**src/rtl/cm3_matrix_ahb_initiator.sv**
```systemverilog
// Single-channel AHB initiator: command/response in, pipelined AHB single transfers out.
// Slot A is the address phase, slot D the data phase; ERROR cancels whatever sits in A.
module cm3_matrix_ahb_initiator #(
  parameter int          ADDR_W    = 32,
  parameter int          DATA_W    = 32,
  parameter logic [3:0]  HPROT_VAL = 4'b0011
) (
  input  logic              HCLK,
  input  logic              HRESETn,
  input  logic              cmd_valid,
  output logic              cmd_ready,
  input  logic              cmd_write,
  input  logic [ADDR_W-1:0] cmd_addr,
  input  logic [2:0]        cmd_size,
  input  logic [DATA_W-1:0] cmd_wdata,
  output logic              rsp_valid,
  output logic              rsp_error,
  output logic [DATA_W-1:0] rsp_rdata,
  output logic [1:0]        HTRANS,
  output logic [ADDR_W-1:0] HADDR,
  output logic              HWRITE,
  output logic [2:0]        HSIZE,
  output logic [2:0]        HBURST,
  output logic [3:0]        HPROT,
  output logic              HMASTLOCK,
  output logic [DATA_W-1:0] HWDATA,
  input  logic              HREADY,
  input  logic [1:0]        HRESP,
  input  logic [DATA_W-1:0] HRDATA
);
  localparam logic [1:0] IDLE   = 2'b00;
  localparam logic [1:0] NONSEQ = 2'b10;

  logic              a_vld, d_vld, d_write, cancel_pend;
  logic              resp_err, err1, accept;
  logic [DATA_W-1:0] a_wdata;

  // HTRANS is the slot-A valid flop itself, so the bus output stays registered.
  assign a_vld     = HTRANS[1];
  assign resp_err  = HRESP != 2'b00;
  assign err1      = d_vld & ~HREADY & resp_err;
  assign cmd_ready = HRESETn & ~cancel_pend & ~err1 & (~a_vld | HREADY);
  assign accept    = cmd_valid & cmd_ready;

  assign HBURST    = 3'b000;
  assign HPROT     = HPROT_VAL;
  assign HMASTLOCK = 1'b0;

  always_ff @(posedge HCLK) begin
    if (!HRESETn) begin
      HTRANS      <= IDLE;
      HADDR       <= '0;
      HWRITE      <= 1'b0;
      HSIZE       <= 3'b000;
      a_wdata     <= '0;
      d_vld       <= 1'b0;
      d_write     <= 1'b0;
      HWDATA      <= '0;
      cancel_pend <= 1'b0;
      rsp_valid   <= 1'b0;
      rsp_error   <= 1'b0;
      rsp_rdata   <= '0;
    end else begin
      rsp_valid <= 1'b0;
      rsp_error <= 1'b0;
      rsp_rdata <= '0;
      if (HREADY) begin
        if (d_vld) begin
          rsp_valid <= 1'b1;
          rsp_error <= resp_err;
          if (!d_write && !resp_err) rsp_rdata <= HRDATA;
        end
        d_vld   <= a_vld;
        d_write <= HWRITE;
        if (a_vld) HWDATA <= a_wdata;
      end
      // The cancelled transfer reports one cycle after the erroring one has drained from D.
      if (cancel_pend && !d_vld) begin
        rsp_valid   <= 1'b1;
        rsp_error   <= 1'b1;
        cancel_pend <= 1'b0;
      end
      if (err1 && a_vld) cancel_pend <= 1'b1;
      if (accept) begin
        HTRANS  <= NONSEQ;
        HADDR   <= cmd_addr;
        HWRITE  <= cmd_write;
        HSIZE   <= cmd_size;
        a_wdata <= cmd_wdata;
      end else if (HREADY || err1) begin
        HTRANS  <= IDLE;
      end
    end
  end
endmodule

```
**config.mk**
```make
export PLATFORM = sky130hd
export DESIGN_NAME = cm3_matrix_ahb_initiator
export DESIGN_NICKNAME = d
export VERILOG_FILES = /design/src/rtl/cm3_matrix_ahb_initiator.sv
export SDC_FILE = /design/constraint.sdc
export NUM_CORES = 1
export LEC_CHECK = 0
export ABC_AREA = 1
export BUFFER_PORTS_ARGS = -buffer_cell sky130_fd_sc_hd__clkbuf_2
export CAP_MARGIN = 20
export CORE_MARGIN = 2
export CORE_UTILIZATION = 41
export CTS_CLUSTER_SIZE = 20
export DETAILED_ROUTE_END_ITERATION = 8
export GPL_TIMING_DRIVEN = 0
export PLACE_DENSITY = 0.71
export SLEW_MARGIN = 40
export SYNTH_ARGS = -nofsm -noshare
export SYNTH_HDL_FRONTEND = slang
export SYNTH_SLANG_ARGS = --single-unit
```
**constraint.sdc**
```tcl
create_clock -name HCLK -period 1.2 [get_ports HCLK]
set_clock_uncertainty 0.05 [all_clocks]
set_input_delay 0.18 -clock HCLK [delete_from_list [all_inputs] [get_ports HCLK]]
set_output_delay 0.18 -clock HCLK [all_outputs]
set_load 0.02 [all_outputs]
```
# After elaboration in Yosys (flattened, before gate mapping)
# Cells that the tools add are included.
[word_totals] register_bits=138 latchBits=0 ram_bits=0 rom_bits=0 input_bits=106 word_cells=45 memories=0
[classes] n_addsub=0 n_mul=0 div_mod_pow=0 n_lt_le_gt_ge=0 eq_ne=0 shift=0 n_mux=10 n_bitwise=11 reduce_logical=12
[op_table] operator="$mux 1" count=8
[op_table] operator="$and 1x1->1" count=6
[op_table] operator="$reduce_bool 2->1" count=3
[op_table] operator="$mux 2" count=2
[op_table] operator="$not 1->1" count=4
[op_table] operator="$reduce_and 4->1" count=1
[op_table] operator="$logic_and 1x1->1" count=3
[op_table] operator="$logic_not 1->1" count=3
[op_table] operator="$reduce_and 2->1" count=1
[op_table] operator="$logic_or 1x1->1" count=1
[op_table] operator="$or 1x1->1" count=1

# Longest topological paths before layout
# Gate-level depths: netlist of the first run.
[depth] ltp_word=8 depth_mapped=9 depth_no_buf=7

# Worst setup path after synthesis of the first run
# Ideal clock, no wire load.
[synth_path] path_type="reg2out" start="reg d_vld" end="out cmd_ready" arrival_ns=1.346 required_ns=0.970 path_slack_ns=-0.376 path_stages_with_launch=7 path_buffers=1 path_cell_list="dfxtp_1 -> inv_1 -> nor2_1 -> nand2_2 -> buf_1 -> inv_1 -> nor3_1"
[synth_between] elab_chain_len=5
[synth_lines] element="start, declared" line="34" text="logic a_vld, d_vld, d_write, cancel_pend;"
[synth_lines] element="start signal, assigned" line="73" text="d_vld <= a_vld;"
[synth_lines] element="$and 1x1->1 (2 in a row)" line="41" text="assign err1 = d_vld & ~HREADY & resp_err;"
[synth_lines] element="$not 1->1" line="42" text="assign cmd_ready = HRESETn & ~cancel_pend & ~err1 & (~a_vld | HREADY);"
[synth_lines] element="$and 1x1->1 (2 in a row)" line="42"
[synth_lines] element="end, declared" line="11" text="output logic cmd_ready,"
# No other way between the ends.

# Worst setup path after layout of the first run
# Same ends and word-level chain as after synthesis.

==> metrics.md, run 1 <==
| Metric | Value |
|---|---|
| RSZ-0062 raised after global routing | `true` |
| CTS root buffer | `clkbuf_16` |
| Seq/Total Area, Yosys | `roughly half` |
| Grt met2 use | `between 30% and 40%` |
| CORE AREA | `13,770 sq um` |
| Yosys top cell by area | `dfxtp_1` |
| Netlist cell types | `21` |
| Final wirelength | `approximately 17,000 microns` |
| I/O pin count | `219` |
| RD Place Congestion | `roughly 0.83` |
| Setup violators final | `around 100` |
| Failing checks | `negative setup slack` |
| Reg-to-reg endpoint | `a_wdata[29]$_SDFFE_PN0P_` |
| Worst Path Required | `between 0.9 and 1 ns` |
| R2R depth | `11` |
| P_sw | `just over 3000 uW` |
| Fin. max-slew vios | `0` |
| Lkg Pwr | `0.004954 uW` |
| Chip Height | `122.1 microns` |
| Reg-to-Reg Start | `d_vld$_SDFFE_PN0P_` |
| Initial core utilization | `about two fifths` |
| CP Max Fanout | `2` |
| FF+latch count, synth | `between 100 and 150` |
| Post-Syn Instances | `836` |
| Comb pwr share | `between 10% and 20%` |
| CTS sink count | `between 100 and 150` |
| CTS clk-pin slew, worst paths | `0.06 ns` |
| Post-synth top area share | `between 40% and 50%` |
| Max Clk Rate | `between 600 and 700 MHz` |
| Met1 Use GR | `24.05%` |
| Worst Hold Launch | `cmd_wdata[23]` |
| Sw Share | `24.74%` |
| Clock Path Buffers | `2` |
| Final hold vios | `0` |
| Worst vdd ir | `977.5 uV` |
| Reg2reg setup slack | `-0.39 ns` |
| First-pass GRT wire length | `24,330 microns` |
| GRT busiest layer | `met2` |
| GR Overflow Total | `0` |
| Grt met3 use | `6.320%` |
| Fin crit share | `138.8%` |
| CTS tree | `yes` |
| Setup crit start kind | `register` |
| H-Tree Depth | `4` |
| Area after DPL | `7052 sq um` |
| Syn Area/Cell | `between 6 and 7 sq um` |
| DP HPWL | `10,870 microns` |
| TritonCTS buffer count | `17` |
| Port Buffers | `approximately 210` |
| WS Path Type | `register to primary output` |
| Post-route ant nets | `0` |
| PD cells | `between 1000 and 1500 nW/um^2` |
| Crit path setup slack, layout | `-0.4659 ns` |
| HP Class | `input port to register` |
| N_diodes | `0` |
| Nets@finish | `around 1.2k` |
| Vias per cell | `about 4.4` |
| Share of cells above drive strength 1 | `33.92%` |
| Post-layout min period | `around 1.7 ns` |
| Clock latency on the worst-skew pair | `slightly above 0.4 ns` |
| Synthesized area | `roughly 5700 sq um` |
| Status | `complete, but fails checks` |
| DRC violation count after routing | `0` |
| Largest net degree at the start of global routing | `17` |
| CP startpoint | `d_vld$_SDFFE_PN0P_` |
| Main area contributors after synthesis | `dfxtp_1, inv_1, nand2_1, nand4_1, nor2_1` |
| Most common cell after layout, fill and taps aside | `inv_1` |
| CP Capture Type | `primary output` |
| Synth warnings | `0` |
| Sequential share of power | `roughly 40%` |
| Initial antenna violation count | `1` |
| Drt pass-1 iters | `4` |
| P&R area growth vs syn | `54.09%` |
| Critical Path Sink | `cmd_ready` |
| Via count | `between 5k and 6k` |
| Finished Cell Area | `slightly below 9000 sq um` |
| Vias in the first global route | `about 5.2k` |
| Hold slack | `around 0.041 ns` |
| Rows | `43` |
| Clk pwr share | `between 40% and 50%` |
| Die ar. | `approximately 15,000 sq um` |
| CP Data Arrival Time | `approximately 1.4 ns` |
| Max-capacitance violation count | `0` |
| P_int | `between 9000 and 10,000 uW` |
| Wirelength per Cell | `approximately 13 microns` |
| All-Layer GR Usage | `about a fifth` |
| Die W | `~120 microns` |
| 1st-iter DRT viols | `about 300` |
| Most frequent cells in the layout | `inv_1, clkbuf_2, dfxtp_1` |
-- power groups by stage --
stage                     Sequential (uW)  Combinational [uW]  Clock, uW
after floorplan                      5160                 772          0
after global placement               4990                1420          0
after detailed placement             5000                1440          0
after CTS                            4900                1680       5790
after global routing                 4920                2000       5990
final                                4900                1800       5690
-- logic make-up (layout without fill, tap and decap cells) --
| logic type | count (synthesis) | after routing | share of synthesized area [%] |
|---|---|---|---|
| DFF | 138 | 138 | 48.29 |
| other | 2 | 9 | 0.1313 |
| buffers and inverters | 304 | 605 | 20.93 |
| and+or+nand+nor | 322 | 322 | 24.48 |
| AOI/OAI and AO/OA | 70 | 70 | 6.168 |
-- cell type report --
type | count | area (sq um)
fillers | 1232 | 4959
inverters | 245 | 924.6
clock inverters | 12 | 195.2
repair buffers | 271 | 1787
clock buffers | 20 | 446.7
plain buffers | 57 | 455.4
multi-input cells | 401 | 2009
well taps | 180 | 225.2
flip-flops and latches | 138 | 2771
-- Yosys cell counts --
cell type	instances
buf_4	9
inv_1	235
nand3_2	1
conb_1	2
clkbuf_1	24
nand3_1	1
buf_1	13
o21ai_0	33
nand4_1	68
buf_2	12
a21boi_0	1
buf_6	1
nor2_1	104
nor3_1	1
nand2_1	144
nor2_2	1
inv_2	10
a21oi_1	36
nand2_2	1
dfxtp_1	138
nor2_4	1
-- state kept, by name, summed over array words and instances, names as in the netlist, 3 cells and up --
| name | count |
|---|---|
| HADDR | 32 |
| HSIZE | 3 |
| HWDATA | 32 |
| a_wdata | 32 |
| rsp_rdata | 32 |
-- worst min path at each step --
stage                               end  slack, ns  cells past startpoint
6_report       a_wdata[23]$_SDFFE_PN0P_       0.04                      5
5_1_grt        a_wdata[23]$_SDFFE_PN0P_       0.05                      5
2_1_floorplan      d_write$_SDFFE_PN0P_       0.22                      1
4_1_cts          HADDR[23]$_SDFFE_PN0P_       0.03                      5
3_5_place_dp   rsp_rdata[18]$_SDFF_PN0_       0.33                      3
3_3_place_gp   rsp_rdata[31]$_SDFF_PN0_       0.33                      3
-- through the flow --
| stage | util [%] | setup slack (ns) | total power (uW) | setup TNS [ns] | std cells |
|---|---|---|---|---|---|
| floorplan | - | -0.08083 | 5928 | -2.720 | 843 |
| global placement | 51.20 | -0.4548 | 6413 | -38.99 | 1231 |
| detailed placement | 51.20 | -0.5668 | 6435 | -44.34 | 1231 |
| CTS | 61.01 | -0.5019 | 12360 | -18.04 | 1310 |
| global route | 64.00 | -0.5203 | 12910 | -33.65 | 1324 |
| finish | 64.00 | -0.4659 | 12390 | -27.17 | 1324 |
-- repair_timing --
item | 4_1_cts | 5_1_grt
hold buffers | 32 | 0
buffers inserted | 14 | 9
cloned | 2 | 9
setup endpoints to repair | 133 | 136
pin swaps | 17 | 7
hold endpoints to repair | 32 | 0
gates resized for setup | 91 | 103
-- worst max-delay path, stage by stage (launching register included) --
cell	delay (ns)
dfxtp_2	0.32
inv_2	0.07
nor2_4	0.04
nand2_4	0.07
buf_8	0.10
inv_4	0.03
nor3_4	0.19
clkbuf_8	0.18
-- per-layer routing --
metal | vias up | wire length (microns)
met5 | - | 16
met4 | 2 | 397
met3 | 30 | 1208
met2 | 197 | 8191
met1 | 2629 | 7001
li1 | 3023 | -
(Power assumes the default switching activity.)
==> run 2, diff against run 1 <==
--- a/config.mk
+++ b/config.mk
@@ -9,11 +9,11 @@
 export BUFFER_PORTS_ARGS = -buffer_cell sky130_fd_sc_hd__clkbuf_2
 export CAP_MARGIN = 20
 export CORE_MARGIN = 2
-export CORE_UTILIZATION = 41
+export CORE_UTILIZATION = 44
 export CTS_CLUSTER_SIZE = 20
 export DETAILED_ROUTE_END_ITERATION = 8
 export GPL_TIMING_DRIVEN = 0
-export PLACE_DENSITY = 0.71
+export PLACE_DENSITY = 0.76
 export SLEW_MARGIN = 40
 export SYNTH_ARGS = -nofsm -noshare
 export SYNTH_HDL_FRONTEND = slang
==> run 2 against run 1 <==
  * The flow still finishes with violations (negative setup slack)
  * Critical path depth stayed put
  * First-iteration DRC count is 2.0% lower
  * Sequential share of layout area is 0.33 points lower
  * Clock power is 8.3% higher
  * Critical path type unchanged
  * Largest power group unchanged
  * Highest routed layer unchanged
==> metrics.md, run 2 (synthesis gave the netlist of run 1 again) <==
| Metric | Value |
|---|---|
| Status | `complete, but fails checks (unchanged)` |
| Failing checks | `negative setup slack (unchanged)` |
| WP buf/inv | `4 (unchanged)` |
| Worst vdd ir | `834.3 uV (was 977.5 uV)` |
| DP HPWL | `10,660 microns (was 10,870 microns)` |
| R2R depth | `11 (unchanged)` |
| RSZ-0062 raised after global routing | `true (unchanged)` |
| P&R area growth vs syn | `55.93% (was 54.09%)` |
| Power Total | `12,850 uW (was 12,390 uW)` |
| Crit-path slowest cell | `dfxtp_2 (unchanged)` |
| Fin crit share | `132.2% (was 138.8%)` |
| Most frequent cells in the layout | `inv_1, clkbuf_2, nand2_1 (was inv_1, clkbuf_2, dfxtp_1)` |
| Initial antenna violation count | `1 (unchanged)` |
| Worst path cell trace | `inv_2, nor2_4, nand2_4, buf_8, inv_4, nor3_4, clkbuf_8 (unchanged)` |
| GR Overflow Total | `0 (unchanged)` |
| Clock Path Buffers | `2 (unchanged)` |
| Worst Path Required | `0.97 ns (about the same)` |
| Setup crit start kind | `register (unchanged)` |
| Lkg Pwr | `0.004999 uW (was 0.004954 uW)` |
| First-pass GRT wire length | `26,110 microns (was 24,330 microns)` |
| CTS clk-pin slew, worst paths | `0.06 ns (about the same)` |
| RD Place Congestion | `0.8401 (was 0.8259)` |
| CTS sink count | `138 (unchanged)` |
| Nets@finish | `1,242 (was 1,237)` |
| Largest net degree at the start of global routing | `17 (unchanged)` |
| CP Data Arrival Time | `1.36 ns (was 1.44 ns)` |
| Initial core utilization | `45.15% (was 41.53%)` |
| Chip Height | `118.0 microns (was 122.1 microns)` |
| WS Path Type | `register to primary output (unchanged)` |
| Drt pass-1 iters | `4 (unchanged)` |
| I/O pin count | `219 (unchanged)` |
| Final hold vios | `0 (unchanged)` |
| HP Class | `input port to register (unchanged)` |
| Wirelength per Cell | `13.01 microns (was 12.70 microns)` |
| H-Tree Depth | `4 (unchanged)` |
| Crit-path max cell delay | `0.33 ns (was 0.32 ns)` |
| Post-layout min period | `1.586 ns (was 1.666 ns)` |
| Hold depth | `5 (unchanged)` |
| CTS root buffer | `clkbuf_16 (unchanged)` |
| Reg2reg setup slack | `-0.36 ns (was -0.39 ns)` |
| Final core occ | `70.40% (was 64.00%)` |
| Fin. max-slew vios | `0 (unchanged)` |
| CP top delay family | `buffers and inverters (unchanged)` |
| TritonCTS buffer count | `17 (unchanged)` |
| Rows | `41 (was 43)` |
| Fillcell total | `1,021 (was 1,232)` |
| Sink of the worst hold path | `HADDR[30]$_SDFFE_PN0P_ (was a_wdata[23]$_SDFFE_PN0P_)` |
| Share of cells above drive strength 1 | `33.33% (was 33.92%)` |
| Die W | `118.0 microns (was 122.1 microns)` |
| Max-capacitance violation count | `0 (unchanged)` |
| CP Capture Type | `primary output (unchanged)` |
| Reg-to-Reg Start | `d_vld$_SDFFE_PN0P_ (unchanged)` |
| Die ar. | `13,930 sq um (was 14,910 sq um)` |
| Vias in the first global route | `5,354 (was 5,173)` |
| Worst Hold Launch | `cmd_addr[30] (was cmd_wdata[23])` |
| All-Layer GR Usage | `23.49% (was 21.20%)` |
| CORE AREA | `12,670 sq um (was 13,770 sq um)` |
| Vias per cell | `4.393 (was 4.442)` |
| Clock latency on the worst-skew pair | `0.42 ns (was 0.41 ns)` |
| Port Buffers | `208 (unchanged)` |
| Final wirelength | `17,180 microns (was 16,820 microns)` |
| Setup_tns | `-23.53 ns (was -27.17 ns)` |
| Post-route ant nets | `0 (unchanged)` |
| Setup violators final | `89 (was 102)` |
| DRC violation count after routing | `0 (unchanged)` |
| CP Max Fanout | `2 (unchanged)` |
| N_diodes | `0 (unchanged)` |
| 1st-iter DRT viols | `298 (was 304)` |
| CTS tree | `yes (unchanged)` |
| Max Clk Rate | `630.4 MHz (was 600.3 MHz)` |
| Crit path setup slack, layout | `-0.3863 ns (was -0.4659 ns)` |
| Reg-to-reg endpoint | `HADDR[1]$_SDFFE_PN0P_ (was a_wdata[29]$_SDFFE_PN0P_)` |
| Via count | `5,803 (was 5,881)` |
| PD cells | `1440 nW/um^2 (was 1405 nW/um^2)` |
| Most common cell after layout, fill and taps aside | `inv_1 (unchanged)` |
==> run 2: through the flow <==
stage / setup WS, ns / hold slack [ns] / area [sq um] / std cells
3_5_place_dp: -0.4744 / 0.3319 / 7042 / 1223
3_3_place_gp: -0.4599 / 0.3289 / 7042 / 1223
2_1_floorplan: -0.08083 / 0.2243 / 5786 / 843
5_1_grt: -0.4360 / 0.04929 / 8920 / 1321
4_1_cts: -0.4181 / 0.02275 / 8462 / 1303
6_report: -0.3863 / 0.03733 / 8920 / 1321
==> run 2: layout make-up <==
type / count / area (sq um) / area share [%]
sequential: 138 / 2775 / 31.11
multi-input combinational: 401 / 1999 / 22.42
timing repair buffer: 274 / 1822 / 20.42
inverter: 245 / 924.6 / 10.37
clock buffer: 22 / 495.5 / 5.555
buffer: 59 / 479.2 / 5.372
tap: 172 / 215.2 / 2.413
clock inverter: 10 / 209.0 / 2.343
==> run 2: routing by layer <==
layer  share of wire, %  GRT usage (%)
met5              0.076              0
met3                6.6          7.655
met2                 49          40.41
met4                1.6          7.380
met1                 43          27.69
==> run 2: how the worst max path moves through the flow <==
stage	from	end	slack (ns)	cells past startpoint
after floorplan	HTRANS[1]$_SDFFE_PN0P_	HADDR[12]$_SDFFE_PN0P_	-0.08	9
after global placement	HRESP[0]	cmd_ready	-0.46	8
after detailed placement	HRESETn	HWDATA[10]$_SDFFE_PN0P_	-0.47	5
after CTS	d_vld$_SDFFE_PN0P_	cmd_ready	-0.42	7
after global routing	d_vld$_SDFFE_PN0P_	a_wdata[13]$_SDFFE_PN0P_	-0.44	11
final	d_vld$_SDFFE_PN0P_	cmd_ready	-0.39	7
==> run 2: worst reg2reg max path, cell delays in order, from the launching register on <==
cell       delay [ns]
dfxtp_2          0.33
inv_2            0.05
nor2_4           0.11
nand2_4          0.07
buf_4            0.14
buf_8            0.13
nand3_4          0.15
buf_8            0.15
clkbuf_16        0.15
nand2_1          0.05
inv_1            0.04
nor2_1           0.04
==> run 2: repair_timing <==
action | in CTS | in global routing
endpoints found under the setup margin | 133 | 148
endpoints found under the hold margin | 32 | 0
hold buffers | 32 | 0
gates cloned | 4 | 7
gates resized for setup | 89 | 112
buffers inserted | 12 | 11
pin swaps | 3 | 3
==> run 2: power breakdown <==
group,leakage (uW),internal (uW),switching (uW)
registers,0.00113,4810,98.0
clock network,0.000338,4190,1970
logic,0.00353,773,1010
==> run 3, diff against run 2 <==
--- a/config.mk
+++ b/config.mk
@@ -6,14 +6,14 @@
 export NUM_CORES = 1
 export LEC_CHECK = 0
 export ABC_AREA = 1
-export BUFFER_PORTS_ARGS = -buffer_cell sky130_fd_sc_hd__clkbuf_2
 export CAP_MARGIN = 20
-export CORE_MARGIN = 2
-export CORE_UTILIZATION = 44
+export CORE_MARGIN = 1
+export CORE_UTILIZATION = 45
+export CTS_BUF_LIST = sky130_fd_sc_hd__clkbuf_2
 export CTS_CLUSTER_SIZE = 20
 export DETAILED_ROUTE_END_ITERATION = 8
+export DONT_BUFFER_PORTS = 1
 export GPL_TIMING_DRIVEN = 0
-export PLACE_DENSITY = 0.76
 export SLEW_MARGIN = 40
 export SYNTH_ARGS = -nofsm -noshare
 export SYNTH_HDL_FRONTEND = slang
==> run 3 against run 2 <==
  * The flow finishes with violations (negative hold slack, negative setup slack)
  * Final area is 3.3% higher
  * Routed wire length is 16% higher
  * First-iteration DRC count is 4.4% lower
  * Power is 25% lower
  * Fmax is 16% lower
  * Non-clock buffer count is 104 lower
  * Sequential power is 2% higher
  * Global-route usage is 3.8 points higher
  * Hold slack worse by 0.55 ns
  * Clock-buffer cell count is 5 lower
==> metrics.md, run 3 (synthesis gave the netlist of run 1 again) <==
| Metric | Value |
|---|---|
| Worst vdd ir | `673.0 uV (was 834.3 uV)` |
| Most common cell after layout, fill and taps aside | `inv_1 (unchanged)` |
| Port Buffers | `0 (was 208)` |
| Share of cells above drive strength 1 | `34.26% (was 33.33%)` |
| Die W | `114.8 microns (was 118.0 microns)` |
| GR Overflow Total | `0 (unchanged)` |
| Fillcell total | `858 (was 1,021)` |
| Largest net degree at the start of global routing | `17 (unchanged)` |
| PD cells | `1047 nW/um^2 (was 1440 nW/um^2)` |
| TritonCTS buffer count | `17 (unchanged)` |
| Die ar. | `13,170 sq um (was 13,930 sq um)` |
| Rows | `40 (was 41)` |
| Slew HR | `between 40% and 50%` |
| Clock Path Buffers | `2 (unchanged)` |
| Fin crit share | `157.2% (was 132.2%)` |
| Crit path setup slack, layout | `-0.6861 ns (was -0.3863 ns)` |
| Sink of the worst hold path | `d_write$_SDFFE_PN0P_ (was HADDR[30]$_SDFFE_PN0P_)` |
| RSZ-0062 raised after global routing | `true (unchanged)` |
| Max Clk Rate | `530.2 MHz (was 630.4 MHz)` |
| Setup violators final | `220 (was 89)` |
| Placed cell count | `1,011 (was 1,223)` |
| CTS root buffer | `clkbuf_2 (was clkbuf_16)` |
| CTS clk-pin slew, worst paths | `0.21 ns (was 0.06 ns)` |
| R2R depth | `12 (was 11)` |
| Vias in the first global route | `5,528 (was 5,354)` |
| DP HPWL | `10,230 microns (was 10,660 microns)` |
| Drt pass-1 iters | `5 (was 4)` |
| Hold buffers post-CTS | `132 (was 32)` |
| Initial antenna violation count | `2 (was 1)` |
| Worst Hold Launch | `HREADY (was cmd_addr[30])` |
| Power Total | `9644 uW (was 12,850 uW)` |
| RD Place Congestion | `0.8102 (was 0.8401)` |
| Via count | `5,781 (was 5,803)` |
| Nets@finish | `1,138 (was 1,242)` |
| Failing checks | `negative hold slack, negative setup slack (was negative setup slack)` |
| CP Data Arrival Time | `1.66 ns (was 1.36 ns)` |
| CP Capture Type | `primary output (unchanged)` |
| Vias per cell | `4.758 (was 4.393)` |
| Grt met2 use | `48.36% (was 40.41%)` |
| Final wirelength | `19,890 microns (was 17,180 microns)` |
| Chip Height | `114.8 microns (was 118.0 microns)` |
| Max-capacitance violation count | `0 (unchanged)` |
| WS Path Type | `register to primary output (unchanged)` |
| Non-Filler Instances | `1,215 (was 1,321)` |
| CP Max Fanout | `2 (unchanged)` |
| Final hold vios | `70 (was 0)` |
| Reg2reg setup slack | `-0.50 ns (was -0.36 ns)` |
| First-pass GRT wire length | `27,460 microns (was 26,110 microns)` |
| CORE AREA | `12,210 sq um (was 12,670 sq um)` |
| Most frequent cells in the layout | `inv_1, dlygate4sd3_1, dfxtp_4 (was inv_1, clkbuf_2, nand2_1)` |
| All-Layer GR Usage | `27.30% (was 23.49%)` |
| P&R area growth vs syn | `61.09% (was 55.93%)` |
| Wirelength per Cell | `16.37 microns (was 13.01 microns)` |
| Initial core utilization | `46.84% (was 45.15%)` |
| DRC violation count after routing | `0 (unchanged)` |
| Reg-to-reg endpoint | `a_wdata[18]$_SDFFE_PN0P_ (was HADDR[1]$_SDFFE_PN0P_)` |
| 1st-iter DRT viols | `285 (was 298)` |
| Met1 Use GR | `29.27% (was 27.69%)` |
| GRT busiest layer | `met2 (unchanged)` |
| Worst-margin pin slew | `around 0.75 ns` |
| Post-layout min period | `1.886 ns (was 1.586 ns)` |
| Reg-to-Reg Start | `d_vld$_SDFFE_PN0P_ (unchanged)` |
| Status | `complete, but fails checks (unchanged)` |
| Worst Path Required | `0.97 ns (about the same)` |
| Fin. max-slew vios | `0 (unchanged)` |
| I/O pin count | `219 (unchanged)` |
| Post-route ant nets | `0 (unchanged)` |
| Setup crit start kind | `register (unchanged)` |
| Hold slack | `-0.5149 ns (was 0.03733 ns)` |
| Hold depth | `1 (was 5)` |
| CTS sink count | `138 (unchanged)` |
| Clock latency on the worst-skew pair | `0.73 ns (was 0.42 ns)` |
| H-Tree Depth | `4 (unchanged)` |
| Grt met3 use | `9.963% (was 7.655%)` |
| Lkg Pwr | `0.004455 uW (was 0.004999 uW)` |
| HP Class | `input port to register (unchanged)` |
| CTS tree | `yes (unchanged)` |
[run 3: changes by cell type in the layout (fill, tap and decap cells not counted), moves of 15 or more]
cell / previous run / this run
nand2_1: 140 / 102
dlygate4sd3_1: 32 / 132
buf_6: 7 / 22
dfxtp_4: 1 / 103
buf_4: 41 / 17
o21ai_2: 0 / 19
dfxtp_1: 130 / 33
o21ai_0: 26 / 8
clkbuf_16: 24 / 6
clkbuf_2: 188 / 19
nand2_2: 2 / 41
[run 3: worst max-delay path by stage]
stage                                 startpoint                     end  slack [ns]  cells past startpoint
after global routing          d_vld$_SDFFE_PN0P_               cmd_ready       -0.82                      6
final                         d_vld$_SDFFE_PN0P_               cmd_ready       -0.69                      6
after detailed placement               cmd_valid  HADDR[11]$_SDFFE_PN0P_       -0.44                      6
after global placement                 cmd_valid  HADDR[11]$_SDFFE_PN0P_       -0.42                      6
after floorplan           HTRANS[1]$_SDFFE_PN0P_  HADDR[12]$_SDFFE_PN0P_       -0.08                      9
after CTS                     d_vld$_SDFFE_PN0P_               cmd_ready       -0.82                      6
[run 3: area by class of cell]
type	count	area, sq um	share of cell area [%]
Sequential cell	138	3152	34.20
Inverter	245	924.6	10.03
Clock inverter	15	166.4	1.806
Timing Repair Buffer	170	1867	20.26
Antenna cell	2	5.005	0.05431
Tap cell	168	210.2	2.281
Multi-Input combinational cell	401	2296	24.92
Clock buffer	17	85.08	0.9233
Buffer	59	509.2	5.526
[run 3: critical path, cell delays in order (launching register included)]
cell and delay, ns:
dfxtp_2 0.38, inv_2 0.06, nor2_2 0.04, nand2_2 0.08, buf_6 0.12, inv_4 0.04, nor3_4 0.24
[run 3: power by group]
part / internal [uW] / switching [uW]
logic: 849 / 906
clock network: 1000 / 1890
registers: 4690 / 313
[run 3: stage by stage]
| step | TNS [ns] | worst slack [ns] | utilization (%) | hold WS [ns] | cell area [sq um] |
|---|---|---|---|---|---|
| global route | -71.44 | -0.8219 | 75.46 | -0.5984 | 9215 |
| global placement | -32.73 | -0.4202 | 49.10 | 0.2319 | 5996 |
| floorplan | -2.720 | -0.08083 | - | 0.2243 | 5786 |
| CTS | -55.95 | -0.8217 | 71.33 | -0.5878 | 8711 |
| detailed placement | -36.07 | -0.4404 | 49.10 | 0.2411 | 5996 |
| finish | -52.44 | -0.6861 | 75.46 | -0.5149 | 9215 |
[run 3: what timing repair did]
item	4_1_cts	5_1_grt
gates cloned	9	4
pin swaps	49	8
gates resized for setup	375	124
hold endpoints to repair	138	76
setup buffers	21	5
endpoints found under the setup margin	234	238
[run 3: per-layer routing]
metal | vias up | share of wire, % | routed length, microns
met5 | - | 0 | 0
met4 | 0 | 2.8 | 548
met3 | 47 | 8.9 | 1772
met2 | 253 | 51 | 10110
met1 | 2647 | 38 | 7462
li1 | 2834 | - | -
